`config.mk`:
```
export PLATFORM = sky130hd
export DESIGN_NAME = br_resolve_unit_flat
export DESIGN_NICKNAME = d
export VERILOG_FILES = /design/src/rtl/br_resolve_unit_if.sv /design/src/rtl/br_resolve_unit.sv /design/src/flat_wrapper.sv
export SDC_FILE = /design/constraint.sdc
export NUM_CORES = 1
export LEC_CHECK = 0
export BUFFER_PORTS_ARGS = -buffer_cell sky130_fd_sc_hd__clkbuf_2
export CORE_AREA = 2 2 252 254
export DETAILED_ROUTE_END_ITERATION = 6
export DIE_AREA = 0 0 254 256
export GPL_ROUTABILITY_DRIVEN = 0
export PLACE_DENSITY = 0.49
export SYNTH_ARGS = -nofsm -noshare
export SYNTH_HDL_FRONTEND = slang
export SYNTH_SLANG_ARGS = --single-unit
```
`constraint.sdc`:
```
create_clock -name clock -period 16.66 [get_ports clock]
set_input_delay 0 -clock clock [delete_from_list [all_inputs] [get_ports clock]]
set_output_delay 0 -clock clock [all_outputs]
set_load 0.005 [all_outputs]
```
`src/rtl/br_resolve_unit_if.sv`:
```
// Retirement-side bus of the branch resolve unit: two retire slots in,
// BTB correction, flush/redirect control and statistics out.
interface br_resolve_unit_if #(
    parameter int CNT_WIDTH = 32
);
    logic                 retire_valid0;
    logic                 retire_is_br0;
    logic [63:0]          retire_pc0;
    logic [63:0]          retire_pred_npc0;
    logic [63:0]          retire_actual_npc0;
    logic                 retire_valid1;
    logic                 retire_is_br1;
    logic [63:0]          retire_pc1;
    logic [63:0]          retire_pred_npc1;
    logic [63:0]          retire_actual_npc1;

    logic                 rob_mis_pred;
    logic [63:0]          rob_mis_pred_pc;
    logic [63:0]          rob_correct_npc;
    logic                 flush;
    logic                 if_redirect_valid;
    logic [63:0]          if_redirect_pc;
    logic                 retire_stall;
    logic [CNT_WIDTH-1:0] br_count;
    logic [CNT_WIDTH-1:0] mis_count;

    // ROB / retirement side
    modport master (
        output retire_valid0, retire_is_br0, retire_pc0, retire_pred_npc0, retire_actual_npc0,
        output retire_valid1, retire_is_br1, retire_pc1, retire_pred_npc1, retire_actual_npc1,
        input  rob_mis_pred, rob_mis_pred_pc, rob_correct_npc, flush,
        input  if_redirect_valid, if_redirect_pc, retire_stall, br_count, mis_count
    );

    // resolve unit side
    modport slave (
        input  retire_valid0, retire_is_br0, retire_pc0, retire_pred_npc0, retire_actual_npc0,
        input  retire_valid1, retire_is_br1, retire_pc1, retire_pred_npc1, retire_actual_npc1,
        output rob_mis_pred, rob_mis_pred_pc, rob_correct_npc, flush,
        output if_redirect_valid, if_redirect_pc, retire_stall, br_count, mis_count
    );
endinterface

```
`src/rtl/br_resolve_unit.sv`:
```
// Branch resolve unit: detects retire-time mispredicts on two slots, drives the
// BTB correction and a fixed-length flush/redirect, and keeps saturating stats.
module br_resolve_unit #(
    parameter int FLUSH_CYCLES = 3,
    parameter int CNT_WIDTH    = 32
) (
    input logic              clock,
    input logic              reset,
    br_resolve_unit_if.slave br
);
    localparam int FC = (FLUSH_CYCLES < 1) ? 1 : FLUSH_CYCLES;
    localparam int FW = (FC > 1) ? $clog2(FC) : 1;
    localparam logic [FW-1:0] FLUSH_LOAD = FW'(FC - 1);

    typedef enum logic {
        IDLE,
        FLUSH
    } state_t;

    state_t               state_q, state_d;
    logic [FW-1:0]        fcnt_q, fcnt_d;

    logic                 br0, br1, mp0, mp1, hit;
    logic [63:0]          sel_pc, sel_npc;
    logic [1:0]           br_inc;

    logic                 mis_pred_q, mis_pred_d;
    logic                 flush_q, flush_d;
    logic [63:0]          pc_q, pc_d;
    logic [63:0]          npc_q, npc_d;
    logic [CNT_WIDTH-1:0] br_cnt_q, br_cnt_d;
    logic [CNT_WIDTH-1:0] mis_cnt_q, mis_cnt_d;

    function automatic logic [CNT_WIDTH-1:0] sat_add(input logic [CNT_WIDTH-1:0] a,
                                                    input logic [1:0] inc);
        logic [CNT_WIDTH:0] s;
        s = {1'b0, a} + (CNT_WIDTH + 1)'(inc);
        return s[CNT_WIDTH] ? '1 : s[CNT_WIDTH-1:0];
    endfunction

    // Slot 0 is older: its mispredict squashes slot 1 entirely.
    always_comb begin
        br0     = br.retire_valid0 & br.retire_is_br0;
        br1     = br.retire_valid1 & br.retire_is_br1;
        mp0     = br0 & (br.retire_pred_npc0 != br.retire_actual_npc0);
        mp1     = br1 & (br.retire_pred_npc1 != br.retire_actual_npc1);
        hit     = mp0 | mp1;
        sel_pc  = mp0 ? br.retire_pc0 : br.retire_pc1;
        sel_npc = mp0 ? br.retire_actual_npc0 : br.retire_actual_npc1;
        br_inc  = mp0 ? {1'b0, br0} : ({1'b0, br0} + {1'b0, br1});
    end

    always_ff @(posedge clock or posedge reset) begin
        if (reset) begin
            state_q <= IDLE;
            fcnt_q  <= '0;
        end else begin
            state_q <= state_d;
            fcnt_q  <= fcnt_d;
        end
    end

    always_comb begin
        state_d = state_q;
        fcnt_d  = fcnt_q;
        case (state_q)
            IDLE: begin
                if (hit) begin
                    state_d = FLUSH;
                    fcnt_d  = FLUSH_LOAD;
                end
            end
            FLUSH: begin
                if (fcnt_q == '0) begin
                    state_d = IDLE;
                end else begin
                    fcnt_d = fcnt_q - 1'b1;
                end
            end
            default: begin
                state_d = IDLE;
                fcnt_d  = '0;
            end
        endcase
    end

    // Next values of the registered outputs; retirement is ignored outside IDLE.
    always_comb begin
        mis_pred_d = 1'b0;
        pc_d       = pc_q;
        npc_d      = npc_q;
        br_cnt_d   = br_cnt_q;
        mis_cnt_d  = mis_cnt_q;
        flush_d    = (state_d == FLUSH);
        if (state_q == IDLE) begin
            br_cnt_d  = sat_add(br_cnt_q, br_inc);
            mis_cnt_d = sat_add(mis_cnt_q, {1'b0, hit});
            if (hit) begin
                mis_pred_d = 1'b1;
                pc_d       = sel_pc;
                npc_d      = sel_npc;
            end
        end
    end

    always_ff @(posedge clock or posedge reset) begin
        if (reset) begin
            mis_pred_q <= 1'b0;
            flush_q    <= 1'b0;
            pc_q       <= '0;
            npc_q      <= '0;
            br_cnt_q   <= '0;
            mis_cnt_q  <= '0;
        end else begin
            mis_pred_q <= mis_pred_d;
            flush_q    <= flush_d;
            pc_q       <= pc_d;
            npc_q      <= npc_d;
            br_cnt_q   <= br_cnt_d;
            mis_cnt_q  <= mis_cnt_d;
        end
    end

    assign br.rob_mis_pred      = mis_pred_q;
    assign br.rob_mis_pred_pc   = pc_q;
    assign br.rob_correct_npc   = npc_q;
    assign br.if_redirect_valid = mis_pred_q;
    assign br.if_redirect_pc    = npc_q;
    assign br.flush             = flush_q;
    assign br.retire_stall      = flush_q;
    assign br.br_count          = br_cnt_q;
    assign br.mis_count         = mis_cnt_q;
endmodule

```
`src/flat_wrapper.sv`:
```
// flat-port wrapper written by rule: the top's interface ports become plain ports
module br_resolve_unit_flat 
#(
    parameter int FLUSH_CYCLES = 3,
    parameter int CNT_WIDTH    = 32
)
  (clock, reset, br_retire_valid0, br_retire_is_br0, br_retire_pc0, br_retire_pred_npc0, br_retire_actual_npc0, br_retire_valid1, br_retire_is_br1, br_retire_pc1, br_retire_pred_npc1, br_retire_actual_npc1, br_rob_mis_pred, br_rob_mis_pred_pc, br_rob_correct_npc, br_flush, br_if_redirect_valid, br_if_redirect_pc, br_retire_stall, br_br_count, br_mis_count);
  br_resolve_unit_if #(.CNT_WIDTH(CNT_WIDTH)) br_i ();
  input logic clock;
  input logic reset;
  input wire logic [$bits(br_i.retire_valid0)-1:0] br_retire_valid0;
  input wire logic [$bits(br_i.retire_is_br0)-1:0] br_retire_is_br0;
  input wire logic [$bits(br_i.retire_pc0)-1:0] br_retire_pc0;
  input wire logic [$bits(br_i.retire_pred_npc0)-1:0] br_retire_pred_npc0;
  input wire logic [$bits(br_i.retire_actual_npc0)-1:0] br_retire_actual_npc0;
  input wire logic [$bits(br_i.retire_valid1)-1:0] br_retire_valid1;
  input wire logic [$bits(br_i.retire_is_br1)-1:0] br_retire_is_br1;
  input wire logic [$bits(br_i.retire_pc1)-1:0] br_retire_pc1;
  input wire logic [$bits(br_i.retire_pred_npc1)-1:0] br_retire_pred_npc1;
  input wire logic [$bits(br_i.retire_actual_npc1)-1:0] br_retire_actual_npc1;
  output wire logic [$bits(br_i.rob_mis_pred)-1:0] br_rob_mis_pred;
  output wire logic [$bits(br_i.rob_mis_pred_pc)-1:0] br_rob_mis_pred_pc;
  output wire logic [$bits(br_i.rob_correct_npc)-1:0] br_rob_correct_npc;
  output wire logic [$bits(br_i.flush)-1:0] br_flush;
  output wire logic [$bits(br_i.if_redirect_valid)-1:0] br_if_redirect_valid;
  output wire logic [$bits(br_i.if_redirect_pc)-1:0] br_if_redirect_pc;
  output wire logic [$bits(br_i.retire_stall)-1:0] br_retire_stall;
  output wire logic [$bits(br_i.br_count)-1:0] br_br_count;
  output wire logic [$bits(br_i.mis_count)-1:0] br_mis_count;
  assign br_i.retire_valid0 = br_retire_valid0;
  assign br_i.retire_is_br0 = br_retire_is_br0;
  assign br_i.retire_pc0 = br_retire_pc0;
  assign br_i.retire_pred_npc0 = br_retire_pred_npc0;
  assign br_i.retire_actual_npc0 = br_retire_actual_npc0;
  assign br_i.retire_valid1 = br_retire_valid1;
  assign br_i.retire_is_br1 = br_retire_is_br1;
  assign br_i.retire_pc1 = br_retire_pc1;
  assign br_i.retire_pred_npc1 = br_retire_pred_npc1;
  assign br_i.retire_actual_npc1 = br_retire_actual_npc1;
  assign br_rob_mis_pred = br_i.rob_mis_pred;
  assign br_rob_mis_pred_pc = br_i.rob_mis_pred_pc;
  assign br_rob_correct_npc = br_i.rob_correct_npc;
  assign br_flush = br_i.flush;
  assign br_if_redirect_valid = br_i.if_redirect_valid;
  assign br_if_redirect_pc = br_i.if_redirect_pc;
  assign br_retire_stall = br_i.retire_stall;
  assign br_br_count = br_i.br_count;
  assign br_mis_count = br_i.mis_count;
  br_resolve_unit #(.FLUSH_CYCLES(FLUSH_CYCLES), .CNT_WIDTH(CNT_WIDTH)) u_core (.clock(clock), .reset(reset), .br(br_i));
endmodule
```
==> flow_summary.toml <==
[status]
outcome = "complete, no violations"

[floorplanning]
io-pin-count = 650
start_util_pct = 18.6
floorplan.die_area_mm2 = 0.0650
die-width_um = 254
num_rows = 92
die_h_um = 256
core_area_mm2 = 0.0624

[route]
via_per_inst = 4.08
detail_route.wirelength_um = 57300
route.detailed.drc = 0
routed_wire_length_per_instance_um = 21.3
ant_nets = 0
routed-via-count = 10900
drtIter0Drc = 525
dr.pass1.iters = 5

[critical_path]
setup.worst_path.start_class = "primary input"
crit_path_max_fanout = 26
worst_ep_required_time_ns = 17.05
cp.arrival_ns = 5.55
crit_top_cell = "sky130_fd_sc_hd__nand4_1"
cpMaxStageDelayCell = "sky130_fd_sc_hd__nor4_1"
criticalPathCategory = "in2reg"
setup.worst_path.end_class = "flip-flop"
critical_path.cell_chain = "dlygate4sd3_1 -> clkbuf_2 -> xnor2_1 -> nand4_1 -> nor4_1 -> nand4_1 -> and2_4 -> nand2b_1 -> fa_1 -> nor4b_4 -> nand4b_2 -> or2_1 -> or3_1 -> buf_4 -> o21ai_0"
critical-path-max-stage-delay_ns = 0.65

[sta]
fin_crit_sh_pct = 31.0
timing.fmax_mhz = 194
worst_slew_margin_pct = 27.1
hold_viol = 0
grt_setup_unrepaired = "no"
final-setup-viol-count = 0
min_period_ns = 5.16
hold-worst-slack_ns = 0.0724
tightestPinTransition_ns = 1.09
finalClockSkew_ns = 0.0154
final_count_of_pins_violating_max_slew = 0
setup_total_negative_slack_ns = 0

[power]
pleak_nw = 8.59
power-per-cell-area_mw_per_mm2 = 114
max-vdd-ir-drop_v = 0.0000763
design_power_total_mw = 2.09
clock_power_share_pct = 20.0
internal_power_mw = 1.32
p_sw_share_pct = 36.9
switchingPower_mw = 0.773
combinationalPowerShare_pct = 40.1
p_seq_share_pct = 39.9

[grt]
grt_antenna_before_repair = 13
grt_remaining_overflow = 0
grt_start_max_net_pins = 87
grt_util_all_layers_pct = 17.2
grt_first_pass_wirelength_um = 79100
grt_pass1_vias = 11300

[logic_synthesis]
syn-instance-count = 995
synth_nets = 1392
ys_seq_elements = 196
syn_area_mm2 = 0.0116
post_synth_num_cell_types = 47
synth_warn = 0
synth_seq_area_share_pct = 42.3
mean_area_per_synthesized_cell_um2 = 11.6

[clock_network]
cts.repair_timing.setup_buffer_count = 0
cts.htree.levels = 4
clkLatencyLatePin_ns = 0.48
clockRootBuffer = "sky130_fd_sc_hd__clkbuf_16"
clock_tree_from_tritoncts = "done"
clockBufferDepth = 2
worst_setup_hold_path_clk_slew_ns = 0.08
numClockSinks = 196
cts.repair.resized = 0
cts_buffers = 17

[finish]
final_layout_size_suffix_gt1_share_pct = 51.0
design.final.nets = 2219
areaGrowthSynthToFinish_pct = 58.1

[run]
max_cap_violations = 0

[min_path]
worst_hold_check_path_type = "in2reg"

[place]
sum_of_net_half_perimeters_after_detailed_placement_um = 45800
io_buffer_count = 649
==> power by group through the flow <==
stage | sequential (mW) | clock (mW) | combinational (mW)
2_1_floorplan | 0.784 | 0 | 0.439
3_3_place_gp | 0.837 | 0 | 0.793
3_5_place_dp | 0.844 | 0 | 0.795
4_1_cts | 0.836 | 0.442 | 0.856
5_1_grt | 0.861 | 0.457 | 0.908
6_report | 0.836 | 0.418 | 0.840
==> synthesized netlist by cell type (all sizes together) <==
cell type  number  area (um^2)
nand2          68          305
or2             2         12.5
mux2i           4         40.0
nand3          23          115
ha              6         75.1
and3           11         68.8
nand4b          2         23.8
nand3b          1         7.51
nor4b           2         38.8
mux2          258         2910
xnor2         143         1250
a41oi           2         17.5
o21ai           7         35.0
o31ai           1         7.51
xor2           27          236
or3             2         12.5
dfrtp         196         4900
a21o            1         7.51
buf            94          718
nor3            6         30.0
nor2b           3         18.8
nand2b          2         20.0
o211ai          2         15.0
nor2           34          128
o21a            4         30.0
clkbuf          8         30.0
a21oi           7         35.0
a31oi           4         25.0
a21boi          1         7.51
nand4          45          288
and2            5         31.3
fa              1         20.0
and4            1         8.76
inv            11         41.3
a22oi           2         15.0
nor4            9         56.3
==> cells by family after synthesis <==
group                      synth area share (%)
DFF                                        42.3
muxes                                      25.4
buffers and inverters                      6.82
and+or+nand+nor                            10.1
AOI/OAI and AO/OA                          1.68
xor gates and xnor gates                   12.9
adders and majority gates                 0.821
==> through the flow <==
| step | cell area (um^2) | util [%] | worst slack [ns] | std cells |
|---|---|---|---|---|
| 6_report | 18300 | 29.4 | 11.50 | 2685 |
| 5_1_grt | 18300 | 29.4 | 11.20 | 2683 |
| 4_1_cts | 18300 | 29.3 | 11.40 | 2678 |
| 3_5_place_dp | 15200 | 24.4 | 11.43 | 2395 |
| 3_3_place_gp | 15200 | 24.4 | 11.58 | 2395 |
| 2_1_floorplan | 11600 | - | 11.32 | 995 |
==> flip-flops by register name (all words and copies together) (netlist names) <==
name / count
u_core.br.if_redirect_pc: 64
u_core.br.if_redirect_valid: 1
u_core.br.rob_mis_pred_pc: 64
u_core.br.mis_count: 32
u_core.fcnt_q: 2
u_core.br.br_count: 32
u_core.state_q: 1
==> layout by cell type (no fill, tap or decap), types with 9 or more instances in the layout <==
cell,instances
sky130_fd_sc_hd__and3_1,11
sky130_fd_sc_hd__clkbuf_16,17
sky130_fd_sc_hd__clkbuf_2,649
sky130_fd_sc_hd__dfrtp_1,196
sky130_fd_sc_hd__dlygate4sd3_1,254
sky130_fd_sc_hd__inv_1,10
sky130_fd_sc_hd__mux2_1,35
sky130_fd_sc_hd__mux2_2,223
sky130_fd_sc_hd__nand2_1,48
sky130_fd_sc_hd__nand2_2,20
sky130_fd_sc_hd__nand3_1,23
sky130_fd_sc_hd__nand4_1,44
sky130_fd_sc_hd__nor2_1,33
sky130_fd_sc_hd__nor4_1,9
sky130_fd_sc_hd__xnor2_1,143
sky130_fd_sc_hd__xor2_1,27
==> worst paths after layout <==
check / end / startpoint / slack, ns / cells past startpoint
hold reg to reg: u_core.br.rob_mis_pred_pc[0] / u_core.br.rob_mis_pred_pc[0] / 0.50 / 1
max in group asynchronous: u_core.br.rob_mis_pred_pc[50] / reset / 15.16 / 4
setup / recovery: u_core.br.br_count[2] / br_retire_actual_npc0[58] / 11.50 / 15
min in group asynchronous: u_core.br.if_redirect_pc[26] / reset / 0.21 / 3
hold / removal: u_core.br.if_redirect_pc[25] / br_retire_actual_npc1[25] / 0.07 / 3
setup reg to reg: u_core.br.br_count[2] / u_core.br.br_count[0] / 13.59 / 9
==> layer usage <==
metal  wire, um  track usage [%]  vias up
met5         36                0        -
met1      22500             19.3     5346
met4       2400             7.81        6
met3       3960             4.67       72
li1           -                -     5071
met2      28400             30.0      449
==> cell type report <==
cell class	instances	area [um^2]
timing repair buffer	910	5840
antenna	7	17.5
sequential	196	4900
tap	846	1060
fill	6560	44100
multi-input combinational	686	5900
clock inverter	9	100
clock buffer	20	447
inverter	11	48.8
==> timing repair <==
action | in CTS | in global routing
setup endpoints to repair | 0 | 0
hold buffers | 254 | 0
hold endpoints to repair | 212 | 0
==> critical path: cells and delay by family <==
| kind | cells | cell delay (ns) |
|---|---|---|
| XOR/XNOR | 1 | 0.57 |
| buffers and inverters | 3 | 0.94 |
| AND/OR/NAND/NOR | 9 | 3.38 |
| adder cells (fa/ha/maj) | 1 | 0.48 |
| AO/OA/AOI/OAI | 1 | 0.13 |
No activity file was read; power rests on OpenSTA's default activity.
